<file path="src/rtl/fb_pkg.sv">
// Shared framebuffer constants and the arbiter grant type.
package fb_pkg;

    localparam int unsigned FB_H_ACTIVE = 640;
    localparam int unsigned FB_V_ACTIVE = 480;
    localparam int unsigned FB_WORDS    = FB_H_ACTIVE * FB_V_ACTIVE;
    localparam int unsigned FB_ADDR_W   = 19;
    localparam int unsigned FB_DATA_W   = 12;

    typedef enum logic [1:0] {
        GNT_NONE = 2'd0,
        GNT_SCAN = 2'd1,
        GNT_DRAW = 2'd2
    } grant_t;

endpackage

</file>
<file path="src/rtl/fb_arbiter.sv">
// Single-port framebuffer arbiter: display scan reads win, bounded so renderer draws are not starved.
// FB_TEAR_GUARD_EN restricts draws to vertical blanking.
module fb_arbiter
    import fb_pkg::*;
#(
    parameter int unsigned ADDR_W       = FB_ADDR_W,
    parameter int unsigned DATA_W       = FB_DATA_W,
    parameter int unsigned MAX_SCAN_RUN = 4
) (
    input  logic              clk,
    input  logic              reset,
    input  logic              vblank,
    input  logic              scan_req,
    input  logic [ADDR_W-1:0] scan_addr,
    output logic              scan_ack,
    output logic              scan_rvalid,
    output logic [DATA_W-1:0] scan_rdata,
    input  logic              draw_req,
    input  logic [ADDR_W-1:0] draw_addr,
    input  logic [DATA_W-1:0] draw_wdata,
    output logic              draw_ack,
    output logic              mem_en,
    output logic              mem_we,
    output logic [ADDR_W-1:0] mem_addr,
    output logic [DATA_W-1:0] mem_wdata,
    input  logic [DATA_W-1:0] mem_rdata
);

    localparam int unsigned       RUN_W   = 4;
    localparam logic [RUN_W-1:0]  RUN_MAX = RUN_W'(MAX_SCAN_RUN);

    logic [RUN_W-1:0]  scan_run_q,  scan_run_d;
    logic              mem_en_q,    mem_en_d;
    logic              mem_we_q,    mem_we_d;
    logic [ADDR_W-1:0] mem_addr_q,  mem_addr_d;
    logic [DATA_W-1:0] mem_wdata_q, mem_wdata_d;
    logic [1:0]        rvalid_q,    rvalid_d;

    grant_t gnt;
    logic   draw_ok;
    logic   force_draw;

`ifdef FB_TEAR_GUARD_EN
    assign draw_ok = vblank;
`else
    logic unused_vblank;
    assign unused_vblank = vblank;
    assign draw_ok       = 1'b1;
`endif

    // Scan wins unless its run limit is reached while a permitted draw waits.
    always_comb begin
        gnt        = GNT_NONE;
        force_draw = draw_req && draw_ok && (scan_run_q == RUN_MAX);
        if (!reset) begin
            if (scan_req && !force_draw) begin
                gnt = GNT_SCAN;
            end else if (draw_req && draw_ok) begin
                gnt = GNT_DRAW;
            end
        end
    end

    assign scan_ack = (gnt == GNT_SCAN);
    assign draw_ack = (gnt == GNT_DRAW);

    always_comb begin
        scan_run_d  = scan_run_q;
        mem_en_d    = 1'b0;
        mem_we_d    = 1'b0;
        mem_addr_d  = mem_addr_q;
        mem_wdata_d = mem_wdata_q;
        rvalid_d    = {rvalid_q[0], (gnt == GNT_SCAN)};
        case (gnt)
            GNT_SCAN: begin
                if (scan_run_q != RUN_MAX) begin
                    scan_run_d = scan_run_q + 1'b1;
                end
                mem_en_d   = 1'b1;
                mem_addr_d = scan_addr;
            end
            GNT_DRAW: begin
                scan_run_d  = '0;
                mem_en_d    = 1'b1;
                mem_we_d    = 1'b1;
                mem_addr_d  = draw_addr;
                mem_wdata_d = draw_wdata;
            end
            default: begin
                if (!scan_req) begin
                    scan_run_d = '0;
                end
            end
        endcase
    end

    always_ff @(posedge clk or posedge reset) begin
        if (reset) begin
            scan_run_q  <= '0;
            mem_en_q    <= 1'b0;
            mem_we_q    <= 1'b0;
            mem_addr_q  <= '0;
            mem_wdata_q <= '0;
            rvalid_q    <= '0;
        end else begin
            scan_run_q  <= scan_run_d;
            mem_en_q    <= mem_en_d;
            mem_we_q    <= mem_we_d;
            mem_addr_q  <= mem_addr_d;
            mem_wdata_q <= mem_wdata_d;
            rvalid_q    <= rvalid_d;
        end
    end

    assign mem_en      = mem_en_q;
    assign mem_we      = mem_we_q;
    assign mem_addr    = mem_addr_q;
    assign mem_wdata   = mem_wdata_q;
    assign scan_rvalid = rvalid_q[1];
    // RAM output register already provides the second cycle of latency.
    assign scan_rdata  = mem_rdata;

endmodule

</file>
<file path="config.mk">
export PLATFORM = sky130hd
export DESIGN_NAME = fb_arbiter
export DESIGN_NICKNAME = d
export VERILOG_FILES = /design/src/rtl/fb_pkg.sv /design/src/rtl/fb_arbiter.sv
export SDC_FILE = /design/constraint.sdc
export NUM_CORES = 1
export LEC_CHECK = 0
export BUFFER_PORTS_ARGS = -buffer_cell sky130_fd_sc_hd__buf_2
export CORE_MARGIN = 10
export CORE_UTILIZATION = 46
export CTS_CLUSTER_DIAMETER = 150
export CTS_CLUSTER_SIZE = 8
export DETAILED_ROUTE_END_ITERATION = 6
export PLACE_DENSITY = 0.85
export REMOVE_ABC_BUFFERS = 1
export SLEW_MARGIN = 20
export SYNTH_ARGS = -nofsm -noshare
export SYNTH_HDL_FRONTEND = slang
export SYNTH_SLANG_ARGS = --single-unit
</file>
<file path="constraint.sdc">
create_clock -name clk -period 3.4 [get_ports clk]
set_input_delay 0.34 -clock clk [delete_from_list [all_inputs] [get_ports clk]]
set_output_delay 0.34 -clock clk [all_outputs]
set_load 0.1 [all_outputs]
</file>
# Yosys cells after proc, flatten, opt, wreduce, memory -nomap -nowiden
# Cells that the tools add are included.
# word_totals
regBits	39
in_bits	67
output_inout_bits	48
word_cells	28
# op_classes
n_addsub	1
n_eq_ne	6
muxes	9
reduce_logical	6
# ops
cell	n
$pmux 19 s2	1
$mux 4	2
$pmux 4 s2	1
$mux 2	3
$add 4x1->4 const B	1
$eq 4x3->1 const B	1
$ne 4x3->1 const B	1
$ne 3x1->1 const B	1
$eq 2x1->1 const B	1
$eq 2x2->1 const B	1
$logic_and 1x1->1	2
$mux 1	2
$ne 2x1->1 const B	1
$reduce_and 2->1	1
$reduce_bool 2->1	1
$reduce_or 2->1	1
$logic_not 1->1	1

# Logic depth before layout (Yosys ltp)
# logic_depth
ltp_word	9
mapped_depth	10
ltp_nobuf	9

# Worst setup path after synthesis
# OpenSTA, ideal clock, no wires.
# synth_timing
path_kind	input -> register
from	input port reset
to	register mem_wdata_q[10], in the netlist mem_wdata[10]
setup_time_ns	0.125
arrival_time_ns	3.000
t_required_ns	3.275
path_slack_ns	0.275
stages	6
n_path_buf	2
cell_sequence	inv_1 > and3_1 > ha_1 > buf_6 > buf_6 > mux2_2
# synth_between
elab_chain_cells	2
# synth_lines
element	line_no	rtl
start: declaration	fb_arbiter.sv:11	input logic reset,
$mux 2	fb_arbiter.sv:55	if (!reset) begin
$eq 2x2->1	-	
via draw_ack	fb_arbiter.sv:21	output logic draw_ack,
end signal: assignment	fb_arbiter.sv:110	mem_wdata_q <= mem_wdata_d;
end: declaration	fb_arbiter.sv:36	logic [DATA_W-1:0] mem_wdata_q, mem_wdata_d;
# The timed path passes the listed nets, and every way through them passes these cells.
# A chain may end at the register's enable or synchronous reset.

# Worst setup path after layout
# layout_timing
from	register scan_run_q[0]
to	output port scan_ack
# layout_between
elab_chain_cells	7
# layout_lines
element	line_no	rtl
start: declaration	fb_arbiter.sv:32	logic [RUN_W-1:0] scan_run_q, scan_run_d;
start signal: assignment	fb_arbiter.sv:106	scan_run_q <= scan_run_d;
$eq 4x3->1	fb_arbiter.sv:54	force_draw = draw_req && draw_ok && (scan_run_q == RUN_MAX);
$logic_and 1x1->1	fb_arbiter.sv:54	
$logic_not 1->1	fb_arbiter.sv:56	if (scan_req && !force_draw) begin
$logic_and 1x1->1	fb_arbiter.sv:56	
$mux 2	fb_arbiter.sv:56	
$mux 2	fb_arbiter.sv:55	
$eq 2x1->1	fb_arbiter.sv:64	assign scan_ack = (gnt == GNT_SCAN);
end: declaration	fb_arbiter.sv:15	output logic scan_ack,
# Every way passes these cells.

==> impl_metrics.py <==
metrics = {
    "grt": {
        "gr-total-overflow": 0,
        "grt_pass1_vias": 1559,
        "grt_max_degree": 40,
        "antenna_found_initial": 0,
        "grt_pass1_wl_mm": 7.42,
        "grt.total_usage_pct": 12.6,
    },
    "timing": {
        "max_freq_mhz": 396,
        "fin_setup_tns_ns": 0,
        "fin_crit_ns": 2.53,
        "setup_viol": 0,
        "worst_slew_pin_slew_ns": 0.645,
        "hold_viol": 0,
        "finalClockSkew_ns": 0.00441,
        "final_max_slew_viol_count": 0,
        "timing.final.crit_share_pct": 74.3,
        "maxSlewHeadroom_pct": 56.7,
        "rsz0062_at_grt": "no",
    },
    "power_and_ir_drop": {
        "leakage_nw": 1.20,
        "power_frac_seq_pct": 34.2,
        "switchingPower_uw": 875,
        "intPower_uw": 818,
        "power_frac_clock_pct": 17.1,
        "swShare_pct": 51.7,
        "peakVddDrop_mv": 0.357,
        "power.density_nw_per_um2": 728,
        "pwr-share-comb_pct": 48.7,
    },
    "setup_path": {
        "worstSetupPathType": "flop to output pin",
        "regToRegSetupSlack_ns": 1.07,
        "critical_path.startpoint_type": "flop",
        "crit_chain": "inv_1 > ha_1 > and3b_1 > nand2b_1 > nand3_1 > ha_1 > buf_2",
        "crit_path_max_fanout": 5,
        "slowest_stage": "buf_2",
        "cpMostUsedCell": "ha_1",
        "timing.rr.end": "mem_wdata[7]$_DFFE_PP0P_",
        "cp_data_required_time_ns": 3.06,
        "r2r_cells": 8,
        "arrival_ns": 2.19,
        "cp_slowest_stage_delay_ns": 0.46,
        "crit-reg2reg-launch": "scan_run_q[0]$_DFFE_PP0P_",
        "crit_path_end_kind": "output pin",
    },
    "job": {
        "maxCapViolations": 0,
    },
    "yosys": {
        "synth_seq_area_share_pct": 52.0,
        "synth_warnings": 0,
        "synth_top_area_share_pct": 52.0,
        "netlist_instances": 160,
        "synth_seq_cells": 39,
        "synth_top_cell_by_area": "dfrtp_1",
        "synthTopCellsByArea": "dfrtp_1 52%, mux2i_1 11%, mux2_2 6.6%",
        "synth_cell_types": 25,
        "synth.cell_area_sq_um": 1880,
        "avgSynthCellArea_sq_um": 11.7,
    },
    "route": {
        "drc_errors": 0,
        "first_pass_iters": 2,
        "ant_nets": 0,
        "wl_per_cell_um": 15.6,
        "drt_iter0_drc": 49,
        "totalWireLength_mm": 4.50,
        "drt-vias-per-instance": 4.84,
        "vias": 1400,
    },
    "floorplan": {
        "num_rows": 23,
        "die_area_sq_um": 7040,
        "start_util_pct": 47.3,
        "fp.dieH_um": 83.9,
        "fp.dieW_um": 83.9,
        "io_pins": 115,
        "core_sq_um": 3970,
    },
    "clock_network": {
        "clk_pin_slew_worst_paths_ns": 0.07,
        "clk_latency_ns": 0.28,
        "numCtsBuffers": 5,
        "holdBufCountCts": 0,
        "tritoncts": "done",
        "clock_path_buffers": 2,
        "cts.sinks": 39,
        "post-cts-setup-buffer-count": 0,
        "htree_levels": 2,
        "cts-resized-gates": 0,
        "cts_root_buf": "clkbuf_8",
    },
    "hold_path": {
        "hp-class": "input port to async pin",
    },
    "finish": {
        "fin_nets": 310,
        "design_area_sq_um": 2320,
        "area_growth_pct": 23.8,
        "layout-drive-gt1-share_pct": 47.7,
        "antenna_cells": 0,
    },
    "placement": {
        "hpwlAfterDp_mm": 3.59,
        "gp_routability_congestion": 0.715,
        "port_buffers": 89,
        "dpl_cell_area_sq_um": 2240,
    },
    "outcome": {
        "status": "finished clean",
    },
}
[power by group through the flow]
stage,Clock (mW),Sequential (mW),Combinational [mW]
2_1_floorplan,0,1.15,0.114
3_3_place_gp,0,0.582,0.823
3_5_place_dp,0,0.588,0.832
4_1_cts,0.302,0.580,0.833
5_1_grt,0.326,0.591,0.858
6_report,0.290,0.580,0.824
[cells by family (layout without fill, tap and decap cells)]
| family | Yosys count | after routing | share of synthesized area (%) |
|---|---|---|---|
| multiplexers | 33 | 33 | 18.6 |
| flip-flops | 39 | 39 | 52.0 |
| buffers and inverters | 26 | 105 | 9.73 |
| AO/OA/AOI/OAI | 23 | 23 | 6.86 |
| adder cells (fa/ha/maj) | 5 | 5 | 3.33 |
| AND/OR/NAND/NOR | 34 | 34 | 9.53 |
[layer usage]
metal / track usage, % / wire length, um
met3: 7.91 / 504
met2: 20.6 / 2170
met1: 13.7 / 1820
met4: 2.28 / 10
met5: 0 / 0
[critical path: cells and delay by family, from the launching register on]
kind	cells	cell delay, ns
buffers and inverters	2	0.53
AND/OR/NAND/NOR	3	0.48
adder cells (fa/ha/maj)	2	0.52
flip-flops	1	0.36
[registers in the layout, summed over array words and instances (netlist names)]
signal	count
mem_we	1
mem_en	1
mem_addr	19
mem_wdata	12
rvalid_q	2
scan_run_q	4
[metrics by stage]
step	power (mW)	hold slack, ns	setup slack [ns]	instances	utilization (%)
2_1_floorplan	1.27	0.331	-0.351	140	-
3_3_place_gp	1.40	0.333	0.949	281	56.5
3_5_place_dp	1.42	0.343	0.868	281	56.5
4_1_cts	1.72	0.0788	0.840	289	58.5
5_1_grt	1.77	0.101	0.776	289	58.5
6_report	1.69	0.0769	0.875	289	58.5
[how the worst max path moves through the flow]
stage                                   start                         to  slack (ns)  depth (start not counted)
floorplan                               reset  mem_wdata[10]$_DFFE_PP0P_       -0.35                          4
global placement                        reset   mem_wdata[4]$_DFFE_PP0P_        0.95                          6
detailed placement                      reset   mem_addr[13]$_DFFE_PP0P_        0.87                          5
CTS                 scan_run_q[0]$_DFFE_PP0P_                   scan_ack        0.84                          7
global route        scan_run_q[0]$_DFFE_PP0P_                   scan_ack        0.78                          7
finish              scan_run_q[0]$_DFFE_PP0P_                   scan_ack        0.87                          7
[Yosys cell counts, drive strengths merged]
cell type  number
buf            18
clkbuf          2
mux2           12
nand4b          1
and3b           1
a31oi           1
mux2i          21
a41o            1
o211ai          1
inv             6
nand3           3
nand2b          3
and2            1
dfrtp          39
o21ai          19
ha              5
o2bb2ai         1
and3            3
nand2          22
[placed cells by master, fill, tap and decap left out, drive strengths merged]
master   count
a31oi        1
a41o         1
and2         1
and3         3
and3b        1
buf         91
clkbuf       7
clkinv       2
dfrtp       39
ha           5
inv          5
mux2        12
mux2i       21
nand2       22
nand2b       3
nand3        3
nand4b       1
o211ai       1
o21ai       19
o2bb2ai      1
[layout make-up]
class | instances | area [sq um]
inverters | 6 | 22.5
multi-input cells | 95 | 722
flip-flops and latches | 39 | 976
fillers | 357 | 1650
repair buffers | 91 | 460
clock inverters | 1 | 5.00
clock buffers | 7 | 76.3
well taps | 50 | 62.6
Note: power is estimated with default switching activity, not from simulation.
